<file path="src/rtl/spi_keycode_slave.sv">
// SPI mode-0 slave that receives a two-byte keycode frame {keycode, ~keycode}.
// While receiving it returns {scoreL, scoreR} followed by 8'hA5 on MISO.
// Good frames are committed to the keycode output. A keycode that is not
// refreshed within TIMEOUT_CYCLES clocks is auto-cleared to 0.
module spi_keycode_slave #(
    parameter int TIMEOUT_CYCLES = 5000000
) (
    input  logic       Clk,
    input  logic       Reset,
    input  logic       SCLK,
    input  logic       SS_n,
    input  logic       MOSI,
    input  logic [3:0] scoreL,
    input  logic [3:0] scoreR,
    output logic       MISO,
    output logic       MISO_oe,
    output logic [7:0] keycode,
    output logic       keycode_valid,
    output logic       frame_err,
    output logic       timeout
);

    localparam int            TW      = $clog2(TIMEOUT_CYCLES + 1);
    localparam logic [TW-1:0] TO_LAST = TW'(TIMEOUT_CYCLES - 1);

    typedef enum logic [2:0] {
        S_IDLE,
        S_BYTE0,
        S_BYTE1,
        S_OVERRUN,
        S_WAIT_IDLE
    } state_t;

    logic [1:0]    r_sclk_sync;
    logic [1:0]    r_ss_sync;
    logic [1:0]    r_mosi_sync;
    logic          r_sclk_prev;
    logic          r_ss_prev;

    state_t        r_state;
    logic [7:0]    r_tx;
    logic [7:0]    r_rx;
    logic [2:0]    r_bit_cnt;
    logic [7:0]    r_cand;
    logic [7:0]    r_check;
    logic          r_armed;
    logic [TW-1:0] r_to_cnt;

    logic w_sclk;
    logic w_ss;
    logic w_mosi;
    logic w_sclk_rise;
    logic w_sclk_fall;
    logic w_ss_rise;
    logic w_in_frame;
    logic w_eval;
    logic w_good;
    logic w_commit;
    logic w_reject;
    logic [7:0] w_rx_next;

    // Two-flop synchronizers for the asynchronous SPI pins, plus one delayed copy for edge detection.
    // NOTE: these flops are deliberately not reset so they keep tracking the pins
    // through Reset; that lets the FSM see SS_n already low when Reset drops
    // instead of inventing a false SS_n fall one cycle later.
    always_ff @(posedge Clk) begin
        r_sclk_sync <= {r_sclk_sync[0], SCLK};
        r_ss_sync   <= {r_ss_sync[0], SS_n};
        r_mosi_sync <= {r_mosi_sync[0], MOSI};
        r_sclk_prev <= r_sclk_sync[1];
        r_ss_prev   <= r_ss_sync[1];
    end

    assign w_sclk      = r_sclk_sync[1];
    assign w_ss        = r_ss_sync[1];
    assign w_mosi      = r_mosi_sync[1];
    assign w_sclk_rise = w_sclk & ~r_sclk_prev;
    assign w_sclk_fall = ~w_sclk & r_sclk_prev;
    assign w_ss_rise   = w_ss & ~r_ss_prev;
    assign w_rx_next   = {r_rx[6:0], w_mosi};

    // Frame verdict, taken in the same cycle the synchronized SS_n rises.
    assign w_in_frame = (r_state == S_BYTE0) || (r_state == S_BYTE1) || (r_state == S_OVERRUN);
    assign w_eval     = w_in_frame & w_ss_rise;
    assign w_good     = r_armed && (r_check == ~r_cand);
    assign w_commit   = w_eval & w_good;
    assign w_reject   = w_eval & ~w_good;

    assign MISO = r_tx[7] & MISO_oe;

    // Frame FSM, shift registers, keycode register and the idle timeout.
    // NOTE: all state here uses non-blocking assignments so every branch reads
    // the pre-edge values, independent of statement order.
    always_ff @(posedge Clk) begin
        if (Reset) begin
            r_state       <= S_IDLE;
            r_tx          <= 8'h00;
            r_rx          <= 8'h00;
            r_bit_cnt     <= 3'd0;
            r_cand        <= 8'h00;
            r_check       <= 8'h00;
            r_armed       <= 1'b0;
            r_to_cnt      <= '0;
            MISO_oe       <= 1'b0;
            keycode       <= 8'h00;
            keycode_valid <= 1'b0;
            frame_err     <= 1'b0;
            timeout       <= 1'b0;
        end else begin
            keycode_valid <= 1'b0;
            frame_err     <= 1'b0;
            timeout       <= 1'b0;

            // A commit restarts the idle window. A timeout that lands on a
            // rejected frame is held one cycle so the pulses never overlap.
            if (w_commit) begin
                keycode       <= r_cand;
                keycode_valid <= 1'b1;
                r_to_cnt      <= '0;
            end else if (r_to_cnt == TO_LAST) begin
                if (keycode != 8'h00 && !w_reject) begin
                    keycode  <= 8'h00;
                    timeout  <= 1'b1;
                    r_to_cnt <= '0;
                end
            end else begin
                r_to_cnt <= r_to_cnt + 1'b1;
            end

            if (w_reject) begin
                frame_err <= 1'b1;
            end

            case (r_state)
                S_IDLE: begin
                    if (!w_ss) begin
                        if (r_ss_prev) begin
                            r_state   <= S_BYTE0;
                            r_tx      <= {scoreL, scoreR};
                            r_bit_cnt <= 3'd0;
                            r_armed   <= 1'b0;
                            MISO_oe   <= 1'b1;
                        end else begin
                            // SS_n was already low with no fall seen: joined mid-frame.
                            r_state <= S_WAIT_IDLE;
                        end
                    end
                end

                S_BYTE0, S_BYTE1, S_OVERRUN: begin
                    if (w_ss_rise) begin
                        r_state <= S_IDLE;
                        MISO_oe <= 1'b0;
                    end else if (w_sclk_rise) begin
                        if (r_state == S_OVERRUN) begin
                            r_armed <= 1'b0;
                        end else begin
                            r_rx      <= w_rx_next;
                            r_bit_cnt <= r_bit_cnt + 3'd1;
                            if (r_bit_cnt == 3'd7) begin
                                if (r_state == S_BYTE0) begin
                                    r_cand  <= w_rx_next;
                                    r_tx    <= 8'hA5;
                                    r_state <= S_BYTE1;
                                end else begin
                                    r_check <= w_rx_next;
                                    r_armed <= 1'b1;
                                    r_state <= S_OVERRUN;
                                end
                            end
                        end
                    end else if (w_sclk_fall) begin
                        // The fall right after the 8th rise must present bit 7 of
                        // the freshly loaded 8'hA5, so that one fall does not shift.
                        if (!(r_state == S_BYTE1 && r_bit_cnt == 3'd0)) begin
                            r_tx <= {r_tx[6:0], 1'b0};
                        end
                    end
                end

                S_WAIT_IDLE: begin
                    if (w_ss) begin
                        r_state <= S_IDLE;
                    end
                end

                default: r_state <= S_IDLE;
            endcase
        end
    end

endmodule
</file>
<file path="config.mk">
export PLATFORM = sky130hd
export DESIGN_NAME = spi_keycode_slave
export DESIGN_NICKNAME = d
export VERILOG_FILES = /design/src/rtl/spi_keycode_slave.sv
export SDC_FILE = /design/constraint.sdc
export NUM_CORES = 1
export LEC_CHECK = 0
export CORE_UTILIZATION = 58
export DETAILED_ROUTE_END_ITERATION = 10
export PLACE_DENSITY = 0.77
export SKIP_CTS_REPAIR_TIMING = 1
export SLEW_MARGIN = 20
export SYNTH_ARGS = -nofsm -noshare
export SYNTH_HDL_FRONTEND = slang
export SYNTH_SLANG_ARGS = --single-unit
</file>
<file path="constraint.sdc">
create_clock -name Clk -period 2.4 [get_ports Clk]
set_input_delay 0.24 -clock Clk [delete_from_list [all_inputs] [get_ports Clk]]
set_output_delay 0.24 -clock Clk [all_outputs]
set_load 0.005 [all_outputs]
</file>
==> flow_summary.toml <==
[logic_synthesis]
ys_types = 56
synthesis.area_mm2 = 0.003590
synth.net_count = 411
synth_warnings = 0
synth.yosys.seq_area_share = 0.4517
ys_seq_elements = 81
syn_avg_cell_area_um2 = 9.134
synthesis.instances = 393

[drt]
final_antenna_net_count = 0
wl_met2_um = 3580
route.vias.total = 2858
drt_pass1_iterations = 4
avgViaCountPerCell = 5.751
wirelength_met1_um = 3366
number_of_remaining_drc_errors = 0
wl_met3_um = 271
wl_per_cell_um = 14.74
highest-signal-layer = "met4"
first_iter_violations = 170
wl_um = 7324

[sta]
tightest_slew_ns = 0.5569
finalHoldViolations = 0
max_clock_freq_ghz = 0.4975
layout_min_cycle_time_ns = 2.010
setup-violations-final = 0
clock_skew_ns = 0.01273
finalCritPeriodShare = 0.8375
fin_worst_hold_slack_ns = 0.3196
relSlewSlack = 0.6287
final_max_slew_viol_count = 0
setup_repair_after_global_routing_missed_its_margin = "false"
setup-tns-final_ns = 0

[final_layout]
net_count_reported_at_finish = 435
layout-drive-gt1-share = 0.1019
insertedDiodeCount = 0
area.growth.synth_to_final_pct = 13.59

[floorplanning]
io_pins = 26
die_area_mm2 = 0.006508
start_util = 0.6027
chipHeight_um = 80.67
coreArea_mm2 = 0.005956
die_width_um = 80.67
rows = 28

[critical_path]
cp_most_frequent_cell = "a211oi_1"
cell_chain_of_the_critical_path = "ha_1 > nand3_2 > or3_4 > nor4_1 > a211oi_1 > a211oi_1"
largest_incremental_delay_on_the_critical_path_ns = 0.46
reg_to_reg_critical_path_startpoint = "r_to_cnt[1]"
worstPathArrival_ns = 2.28
path_buf_inv = 0
critical_path_peak_fanout = 5
cpLargestDelayFamily = "simple AND/OR/NAND/NOR gates"
worst-r2r-setup-slack_ns = 0.39
worst-endpoint-required_ns = 2.67
worst-r2r-cell-count = 6
regToRegEndpoint = "r_to_cnt[3]"
critPathLaunchType = "register"
critical-path-slowest-cell = "nor4_1"
timing.setup.critical_path_class = "reg2reg"
setup.worst_path.end_class = "register"

[hold_path]
hold_removal_path_class = "in2reg"
timing.hold.worst_path_depth = 1
holdCritStartpoint = "SS_n"
min_delay_worst_endpoint = "r_ss_sync[0]"

[global_routing]
grt_antenna_before_repair = 0
grt_first_pass_wirelength_um = 12140
grt_overflow = 0
largest_net_degree_at_the_start_of_global_routing = 43
gr-usage-all-layers = 0.2469
grt_pass1_vias = 2692

[power]
internal_power_mw = 1.868
worst_ir_drop_vdd_mv = 0.4394
sw_ratio = 0.2446
sequentialPowerShare = 0.563
share_clk_of_total_power = 0.378
standby_leakage_power_nw = 1.399
combinationalPowerShare = 0.059
power.net_switching_mw = 0.6048
power_density_normalized_to_cell_area_mw_per_mm2 = 606.3

[clock_tree]
clock_sinks = 81
clockBufferDepth = 2
cts_buffer_count = 9
worstSkewPairLatency_ns = 0.35
cts_tree = "yes"
cts_root_buf = "clkbuf_8"
clk_pin_slew_ns = 0.09
cts_htree_levels = 3

[place]
buffer_ports.inserted = 25
hpwlAfterDp_um = 5114
place.gp.congestion = 0.8295

[job]
drv.max_cap_violation_count = 0

[outcome]
outcome = "complete, no violations"
layer usage:
metal,vias up,GRT usage
li1,1441,-
met1,1359,0.2884
met2,47,0.4254
met3,11,0.07159
met4,0,0.08929
met5,-,0
logic make-up after synthesis:
family,count (synthesis),synth area share
flip-flops,81,0.4517
AND/OR/NAND/NOR,162,0.2461
buffers and inverters,33,0.04287
XOR/XNOR,24,0.05856
adder cells (fa/ha/maj),5,0.01743
AO/OA/AOI/OAI,67,0.1241
multiplexers,21,0.05925
stage by stage:
step	area [um^2]	instances	total power, mW	setup slack, ns	utilization
4_1_cts	4078	497	2.488	0.4049	0.6847
2_1_floorplan	3590	393	1.514	0.6408	-
3_5_place_dp	3889	481	1.566	0.4355	0.6529
6_report	4078	497	2.472	0.3899	0.6847
5_1_grt	4078	497	2.560	0.2044	0.6847
3_3_place_gp	3889	481	1.563	0.5033	0.6529
cells in the mapped netlist, drive strengths merged:
cell type / n / area (um^2)
a2111oi: 5 / 43.79
a211oi: 4 / 30.03
a21o: 3 / 23.77
a21oi: 27 / 135.1
a22o: 7 / 61.31
a22oi: 1 / 7.510
a311oi: 1 / 8.760
a31o: 1 / 8.760
a31oi: 3 / 18.77
a41o: 1 / 10.01
a41oi: 1 / 8.760
and2: 2 / 12.52
and2b: 1 / 7.510
and3: 1 / 6.260
and3b: 4 / 35.03
and4: 4 / 35.03
buf: 10 / 67.56
clkbuf: 10 / 37.54
dfxtp: 81 / 1622
ha: 5 / 62.56
inv: 13 / 48.80
mux2: 2 / 22.52
mux2i: 19 / 190.2
nand2: 27 / 101.4
nand2b: 4 / 27.53
nand3: 18 / 95.09
nand4: 7 / 50.05
nor2: 51 / 196.4
nor3: 22 / 125.1
nor3b: 2 / 15.01
nor4: 6 / 52.55
nor4b: 3 / 41.29
nor4bb: 4 / 40.04
o2111ai: 3 / 26.28
o21ai: 6 / 30.03
o21ba: 1 / 10.01
o21bai: 1 / 7.510
o22ai: 1 / 6.260
o311ai: 1 / 8.760
or2: 4 / 25.03
or3: 2 / 17.52
xnor2: 19 / 166.4
xor2: 5 / 43.79
flip-flops by register name, indices dropped and copies added, names as in the netlist:
name	count
r_ss_prev	1
r_check	8
r_cand	8
timeout	1
r_armed	1
r_rx	7
r_bit_cnt	3
r_mosi_sync	2
r_sclk_prev	1
frame_err	1
r_ss_sync	2
keycode_valid	1
keycode	8
r_to_cnt	23
r_tx	8
r_state	3
MISO_oe	1
r_sclk_sync	2
layout make-up:
cell class	instances	area (um^2)
fill	481	1878
multi-input combinational	279	1814
sequential	81	1622
timing repair buffer	33	310.3
clock buffer	11	151.4
tap	75	93.84
inverter	13	48.80
clock inverter	5	37.54
power groups by stage:
stage | combinational [mW] | clock, mW | sequential [mW]
global route | 0.159 | 1.01 | 1.40
floorplan | 0.101 | 0 | 1.41
global placement | 0.142 | 0 | 1.42
detailed placement | 0.144 | 0 | 1.42
finish | 0.145 | 0.936 | 1.39
CTS | 0.145 | 0.952 | 1.39
cell usage in the layout, fill, tap and decap left out, types with 4 or more instances in the layout:
cell and instances:
nor4_1 5, xnor2_1 19, a22o_1 7, nor2_1 49, and3b_1 4, buf_4 8, o21ai_0 6, inv_1 13
dfxtp_1 81, nand2_1 27, nand3_1 17, mux2i_1 19, nand4_1 6, nor4bb_1 4, clkdlybuf4s50_1 25, xor2_1 5
a2111oi_0 5, nor3_1 19, clkbuf_8 11, a211oi_1 4, ha_1 5, and4_1 4, a21oi_1 27
worst max path at each step:
stage	slack [ns]	cells after the start	startpoint	end
finish	0.39	6	r_to_cnt[1]	r_to_cnt[3]
floorplan	0.64	7	r_to_cnt[0]	r_to_cnt[3]
detailed placement	0.44	6	r_to_cnt[0]	r_to_cnt[3]
global route	0.20	6	r_to_cnt[0]	r_to_cnt[3]
CTS	0.40	6	r_to_cnt[0]	r_to_cnt[3]
global placement	0.50	6	r_to_cnt[0]	keycode[0]
worst reg2reg max path, cell delays in order, from the launching register on:
cell and delay, ns:
dfxtp_1 0.40, ha_1 0.25, nand3_2 0.13, or3_4 0.37, nor4_1 0.46, a211oi_1 0.10, a211oi_1 0.22
Power figures use the tool's default switching activity.
